==> config.mk <==
export PLATFORM = sky130hd
export DESIGN_NAME = data_ram_arbiter
export DESIGN_NICKNAME = d
export VERILOG_FILES = /design/src/rtl/data_ram_pkg.sv /design/src/rtl/rr_owner_select.sv /design/src/rtl/data_ram_arbiter.sv
export SDC_FILE = /design/constraint.sdc
export NUM_CORES = 1
export LEC_CHECK = 0
export CAP_MARGIN = 20
export CORE_MARGIN = 3
export CORE_UTILIZATION = 30
export DETAILED_ROUTE_END_ITERATION = 12
export GPL_TIMING_DRIVEN = 0
export PLACE_DENSITY = 0.87
export SLEW_MARGIN = 40
export SYNTH_ARGS = -nofsm -noshare
export SYNTH_HDL_FRONTEND = slang
export SYNTH_SLANG_ARGS = --single-unit
==> constraint.sdc <==
create_clock -name clock -period 2.3 [get_ports clock]
set_clock_uncertainty 0.05 [all_clocks]
set_input_delay 0.46 -clock clock [delete_from_list [all_inputs] [get_ports clock]]
set_output_delay 0.46 -clock clock [all_outputs]
set_load 0.05 [all_outputs]
==> src/rtl/data_ram_pkg.sv <==
// data_ram_pkg: shared FSM/owner encodings and default RAM size for the data RAM arbiter.
package data_ram_pkg;
    typedef enum logic [1:0] {IDLE, CPU_ACCESS, IO_ACCESS} stateType;
    typedef enum logic {OWNER_CPU = 1'b0, OWNER_IO = 1'b1} ownerType;
    localparam int DEFAULT_RAM_DEPTH = 21;
endpackage

==> src/rtl/rr_owner_select.sv <==
// rr_owner_select: combinational next-state choice with round-robin ties and bounded lock bursts.
module rr_owner_select
    import data_ram_pkg::*;
#(
    parameter int MAX_BURST   = 4,
    parameter int COUNT_WIDTH = 2
) (
    input  stateType               state,
    input  ownerType               lastOwner,
    input  logic [COUNT_WIDTH-1:0] burstCount,
    input  logic                   cpuRequest,
    input  logic                   ioRequest,
    input  logic                   cpuLock,
    input  logic                   ioLock,
    output stateType               nextState
);
    logic isCpu, ownerLock, otherRequest, stay;
    stateType otherState, idleChoice;
    assign isCpu        = state == CPU_ACCESS;
    assign ownerLock    = isCpu ? cpuLock : ioLock;
    assign otherRequest = isCpu ? ioRequest : cpuRequest;
    assign otherState   = isCpu ? IO_ACCESS : CPU_ACCESS;
    // A lock only yields to a waiting requester once the burst limit is reached.
    assign stay = ownerLock && (int'(burstCount) < MAX_BURST - 1 || !otherRequest);
    assign idleChoice = (cpuRequest && ioRequest) ? (lastOwner == OWNER_IO ? CPU_ACCESS : IO_ACCESS)
                      : cpuRequest ? CPU_ACCESS : ioRequest ? IO_ACCESS : IDLE;
    assign nextState = (state == IDLE) ? idleChoice : stay ? state : otherRequest ? otherState : IDLE;
endmodule

==> src/rtl/data_ram_arbiter.sv <==
// data_ram_arbiter: two-requester (CPU/IO) arbiter for a single-port data RAM
// with lockable bursts, range checking and registered shared read data.
module data_ram_arbiter
    import data_ram_pkg::*;
#(
    parameter int ADDR_WIDTH = 10,
    parameter int DATA_WIDTH = 32,
    parameter int RAM_DEPTH  = DEFAULT_RAM_DEPTH,
    parameter int MAX_BURST  = 4
) (
    input  logic                  clock,
    input  logic                  reset,
    input  logic                  cpuRequest,
    input  logic                  ioRequest,
    input  logic                  cpuWriteEnable,
    input  logic                  ioWriteEnable,
    input  logic [ADDR_WIDTH-1:0] cpuAddress,
    input  logic [ADDR_WIDTH-1:0] ioAddress,
    input  logic [DATA_WIDTH-1:0] cpuData,
    input  logic [DATA_WIDTH-1:0] ioData,
    input  logic                  cpuLock,
    input  logic                  ioLock,
    output logic                  cpuGrant,
    output logic                  ioGrant,
    output logic                  cpuReadValid,
    output logic                  ioReadValid,
    output logic [DATA_WIDTH-1:0] readData,
    output logic                  addressError,
    output logic [ADDR_WIDTH-1:0] ramAddress,
    output logic [DATA_WIDTH-1:0] ramData,
    output logic                  ramWriteEnable,
    input  logic [DATA_WIDTH-1:0] ramReadData
);
    localparam int COUNT_WIDTH = MAX_BURST > 2 ? $clog2(MAX_BURST) : 1;

    stateType state, nextState;
    ownerType lastOwner;
    logic [COUNT_WIDTH-1:0] burstCount;
    logic ownerRequest, ownerWriteEnable, inRange, readStrobe;

    rr_owner_select #(.MAX_BURST(MAX_BURST), .COUNT_WIDTH(COUNT_WIDTH)) ownerSelect (
        .state(state), .lastOwner(lastOwner), .burstCount(burstCount),
        .cpuRequest(cpuRequest), .ioRequest(ioRequest),
        .cpuLock(cpuLock), .ioLock(ioLock), .nextState(nextState)
    );

    assign cpuGrant         = state == CPU_ACCESS;
    assign ioGrant          = state == IO_ACCESS;
    assign ownerRequest     = cpuGrant ? cpuRequest : ioGrant ? ioRequest : 1'b0;
    assign ownerWriteEnable = cpuGrant ? cpuWriteEnable : ioGrant ? ioWriteEnable : 1'b0;
    assign ramAddress       = cpuGrant ? cpuAddress : ioGrant ? ioAddress : '0;
    assign ramData          = cpuGrant ? cpuData : ioGrant ? ioData : '0;
    assign inRange          = int'(ramAddress) < RAM_DEPTH;
    assign ramWriteEnable   = ownerRequest && ownerWriteEnable && inRange;
    assign readStrobe       = ownerRequest && !ownerWriteEnable;

    always_ff @(posedge clock or posedge reset) begin
        if (reset) begin
            state        <= IDLE;
            lastOwner    <= OWNER_IO;
            burstCount   <= '0;
            readData     <= '0;
            cpuReadValid <= 1'b0;
            ioReadValid  <= 1'b0;
            addressError <= 1'b0;
        end else begin
            state <= nextState;
            if (cpuGrant || ioGrant)
                lastOwner <= cpuGrant ? OWNER_CPU : OWNER_IO;
            // Saturate so a long uncontested lock cannot wrap and overstay later.
            burstCount <= ((cpuGrant || ioGrant) && nextState == state)
                        ? ((int'(burstCount) < MAX_BURST - 1) ? burstCount + 1'b1 : burstCount)
                        : '0;
            cpuReadValid <= cpuGrant && readStrobe;
            ioReadValid  <= ioGrant && readStrobe;
            if (readStrobe)
                readData <= inRange ? ramReadData : '0;
            addressError <= ownerRequest && !inRange;
        end
    end
endmodule

==> metrics.log <==
INFO  metric status = complete, but fails checks
INFO  metric violated_checks = negative setup slack
INFO  metric drt_drc_violations_left = 0
INFO  metric crit_end_category = output pin
INFO  metric timing.rr.start = state[1]$_DFF_PP0_
INFO  metric worst_hold_path_type = in2async
INFO  metric synth.lib_cells_used.distinct = 38
INFO  metric syn2layout_area_growth = 148%
INFO  metric crit_path_start = state[1]$_DFF_PP0_
INFO  metric worstPathMaxFanout = 8
INFO  metric design.die.area = 0.00975 sq mm
INFO  metric period_minus_slack = 2890 ps
INFO  metric postSynth.asyncResetShare = 1.00
INFO  metric synth_largest_area_cell = sky130_fd_sc_hd__dfrtp_1
INFO  metric placed_cells_incl_taps = 627
INFO  metric groute.usage.overall = 0.259
INFO  metric tritoncts.num_buffers = 5
INFO  metric drt_first_iter_violations = 311
INFO  metric route.detailed.vias_per_inst = 5.52
INFO  metric worst-endpoint-arrival = 2380 ps
INFO  metric worst_skew_pair.late_latency = 290 ps
INFO  metric worst_slew_margin_rel = 0.626
INFO  metric setup.worst_path.start_class = flop
INFO  metric report.power.total = 9090 uW
INFO  metric stdcell_count = 673
INFO  metric dp_hpwl = 8540 um
INFO  metric ant_nets = 0
INFO  metric setup_violations = 48
INFO  metric die_width = 98.8 um
INFO  metric syn-num-nets = 448
INFO  metric antenna_found_initial = 0
INFO  metric synthesis.area_per_instance = 8.09 sq um
INFO  metric post_synth_main_area_contributors = sky130_fd_sc_hd__dfrtp_1 (38%), sky130_fd_sc_hd__nand2_1 (13%), sky130_fd_sc_hd__a31o_1 (11%)
INFO  metric dpl_worst_slack = -1340 ps
INFO  metric routedWlPerCell = 23.3 um
INFO  metric ys.warnings.count = 0
INFO  metric power_leakage = 0.00273 uW
INFO  metric power.density = 1420 mW/mm^2
INFO  metric globalplace.congestion = 0.859
INFO  metric number_of_standard_cells_after_synthesis = 319
INFO  metric number_of_enable_flip_flop_cells_after_synthesis = 0
INFO  metric finalNetCount = 696
INFO  metric max_cap_violations = 0
INFO  metric place_area = 0.00530 sq mm
INFO  metric hold_violations = 0
INFO  metric n_antenna_cell = 0
INFO  metric cts_root_buffer = sky130_fd_sc_hd__clkbuf_8
INFO  metric max_slew.worst_pin.slew = 560 ps
INFO  metric worst_supply_voltage_drop_on_vdd = 0.755 mV
INFO  metric drt_first_pass_iters = 5
INFO  metric multi_input_area = 0.00219 sq mm
INFO  metric synth_area = 0.00258 sq mm
INFO  metric count_of_vias_placed_by_the_detailed_router = 3714
INFO  metric number_of_levels_the_h_tree_was_split_into = 2
INFO  metric final_layout_size_suffix_gt1_frac = 0.371
INFO  metric ff_latch_area = 0.00100 sq mm
INFO  metric maxClockFrequency = 346 MHz
INFO  metric io_buffer_count = 202
INFO  metric final.setup.worst_slack = -594 ps
INFO  metric period_share = 1.26
INFO  metric rsz0062_at_grt = true
INFO  metric synth_ff_type = sky130_fd_sc_hd__dfrtp_1
INFO  metric grt_max_degree = 27
INFO  metric sequential_to_total_area_share_from_yosys_stat = 0.388
INFO  metric core = 0.00830 sq mm
INFO  metric clock_tree_from_tritoncts = done
INFO  metric clock_sinks = 40
INFO  metric overall_die_height = 98.8 um
INFO  metric ys_seq_elements = 40
INFO  metric grt_remaining_overflow = 0
INFO  metric stdcell_area = 0.00640 sq mm
INFO  metric grt_pass1_vias = 3739
INFO  metric design.portCount = 204
INFO  metric drt-total-wl = 15700 um
INFO  metric critical_path_class = reg2out
INFO  metric start_util = 0.311
INFO  metric holdBufCountCts = 0
INFO  metric critical_path_required = 1790 ps
INFO  metric core.rowCount = 33
INFO  metric synth_top_cell_area_share = 0.378
INFO  metric final-max-slew-violation-count = 0
INFO  metric fillers = 464
INFO  metric clk_transition_reported_paths = 80 ps
INFO  metric cts-root-to-sink-buffers = 2
INFO  metric grt_pass1_wl = 20000 um
INFO  metric final_util = 0.771
-- metrics by stage --
stage,TNS [ps],hold slack (ps)
floorplan,-2690,434
global placement,-35530,446
detailed placement,-37520,470
CTS,-10590,422
global route,-17460,448
finish,-13930,442
-- registers in the layout (all words and copies together) (netlist names) --
register and flops:
burstCount 2, ioReadValid 1, addressError 1, state 2, readData 32, lastOwner 1, cpuReadValid 1
-- power breakdown --
| part | switching, uW | internal, uW |
|---|---|---|
| Sequential | 119 | 905 |
| Combinational | 4380 | 3230 |
| Clock | 243 | 217 |
-- area by class of cell --
type                       instances  area share
timing repair buffer             243       0.406
buffer                            23      0.0571
clock buffer                       7      0.0119
inverter                           5     0.00332
sequential                        40       0.157
tap                              105      0.0205
multi-input combinational        249       0.343
clock inverter                     1     0.00137
-- logic make-up (layout without fill, tap and decap cells) --
group	Yosys count	count (layout)	synth area share
compound gates	98	98	0.257
xor+xnor	1	1	0.00339
fa+ha+maj	5	5	0.0242
buf+inv	30	279	0.0591
flops	40	40	0.388
mux	4	4	0.0160
simple gates	141	141	0.252
-- worst max-delay path, stage by stage, from the launching register on --
cell and delay [ps]:
sky130_fd_sc_hd__dfrtp_2 440, sky130_fd_sc_hd__inv_4 70, sky130_fd_sc_hd__ha_4 210, sky130_fd_sc_hd__buf_8 150, sky130_fd_sc_hd__nand2_4 60, sky130_fd_sc_hd__o21ai_4 60
sky130_fd_sc_hd__or4_4 530, sky130_fd_sc_hd__a21oi_4 160, sky130_fd_sc_hd__buf_6 120, sky130_fd_sc_hd__and2b_4 150, sky130_fd_sc_hd__buf_8 140
-- metal layers --
metal | share of wire | vias to the layer above | track usage
li1 | - | 1602 | -
met1 | 0.35 | 1815 | 0.274
met2 | 0.53 | 241 | 0.495
met3 | 0.078 | 56 | 0.0715
met4 | 0.048 | 0 | 0.0767
met5 | 0 | - | 0
-- Yosys cell counts (2+ instances only) --
cell type / number
sky130_fd_sc_hd__nor2_1: 6
sky130_fd_sc_hd__o32a_1: 2
sky130_fd_sc_hd__a21oi_1: 4
sky130_fd_sc_hd__inv_1: 5
sky130_fd_sc_hd__buf_2: 2
sky130_fd_sc_hd__nand2b_1: 2
sky130_fd_sc_hd__dfrtp_1: 39
sky130_fd_sc_hd__a31o_1: 31
sky130_fd_sc_hd__buf_6: 5
sky130_fd_sc_hd__nand2_1: 89
sky130_fd_sc_hd__o21ai_1: 3
sky130_fd_sc_hd__o21ai_0: 46
sky130_fd_sc_hd__and2_1: 34
sky130_fd_sc_hd__a31oi_1: 3
sky130_fd_sc_hd__mux2i_1: 3
sky130_fd_sc_hd__ha_1: 5
sky130_fd_sc_hd__clkbuf_1: 18
sky130_fd_sc_hd__nand3_1: 2
-- cell usage in the layout, fill, tap and decap left out, drive strengths merged, types with 2 or more instances in the layout --
cell / Yosys / routed
clkdlybuf4s50: 0 / 157
nor2: 6 / 6
o32a: 2 / 2
ha: 5 / 5
a31oi: 3 / 3
clkdlybuf4s15: 0 / 3
a31o: 32 / 32
nand2b: 2 / 2
o21ai: 49 / 49
nand3: 2 / 2
clkbuf: 18 / 25
dfrtp: 39 / 39
dlygate4sd2: 0 / 2
mux2i: 3 / 3
nand2: 90 / 90
a21oi: 5 / 5
buf: 7 / 86
inv: 5 / 5
and2: 34 / 34
-- path summary, 6_finish.rpt --
path | to | slack (ps) | depth (start not counted)
setup / recovery | ramWriteEnable | -590 | 10
hold / removal | ioReadValid$_DFF_PP0_ | 440 | 2
setup reg to reg | state[0]$_DFF_PP0_ | -40 | 11
hold reg to reg | readData[9]$_DFFE_PP0P_ | 520 | 2
max in group asynchronous | readData[12]$_DFFE_PP0P_ | 1300 | 3
min in group clock | readData[9]$_DFFE_PP0P_ | 520 | 2
-- timing repair --
action / in CTS / in global routing
gates resized for setup: 374 / 63
pin swaps: 11 / 9
endpoints found under the setup margin: 73 / 77
buffers inserted: 27 / 8
hold endpoints to repair: 0 / 0
cloned: 3 / 4
Note: power is estimated with default switching activity, not from simulation.
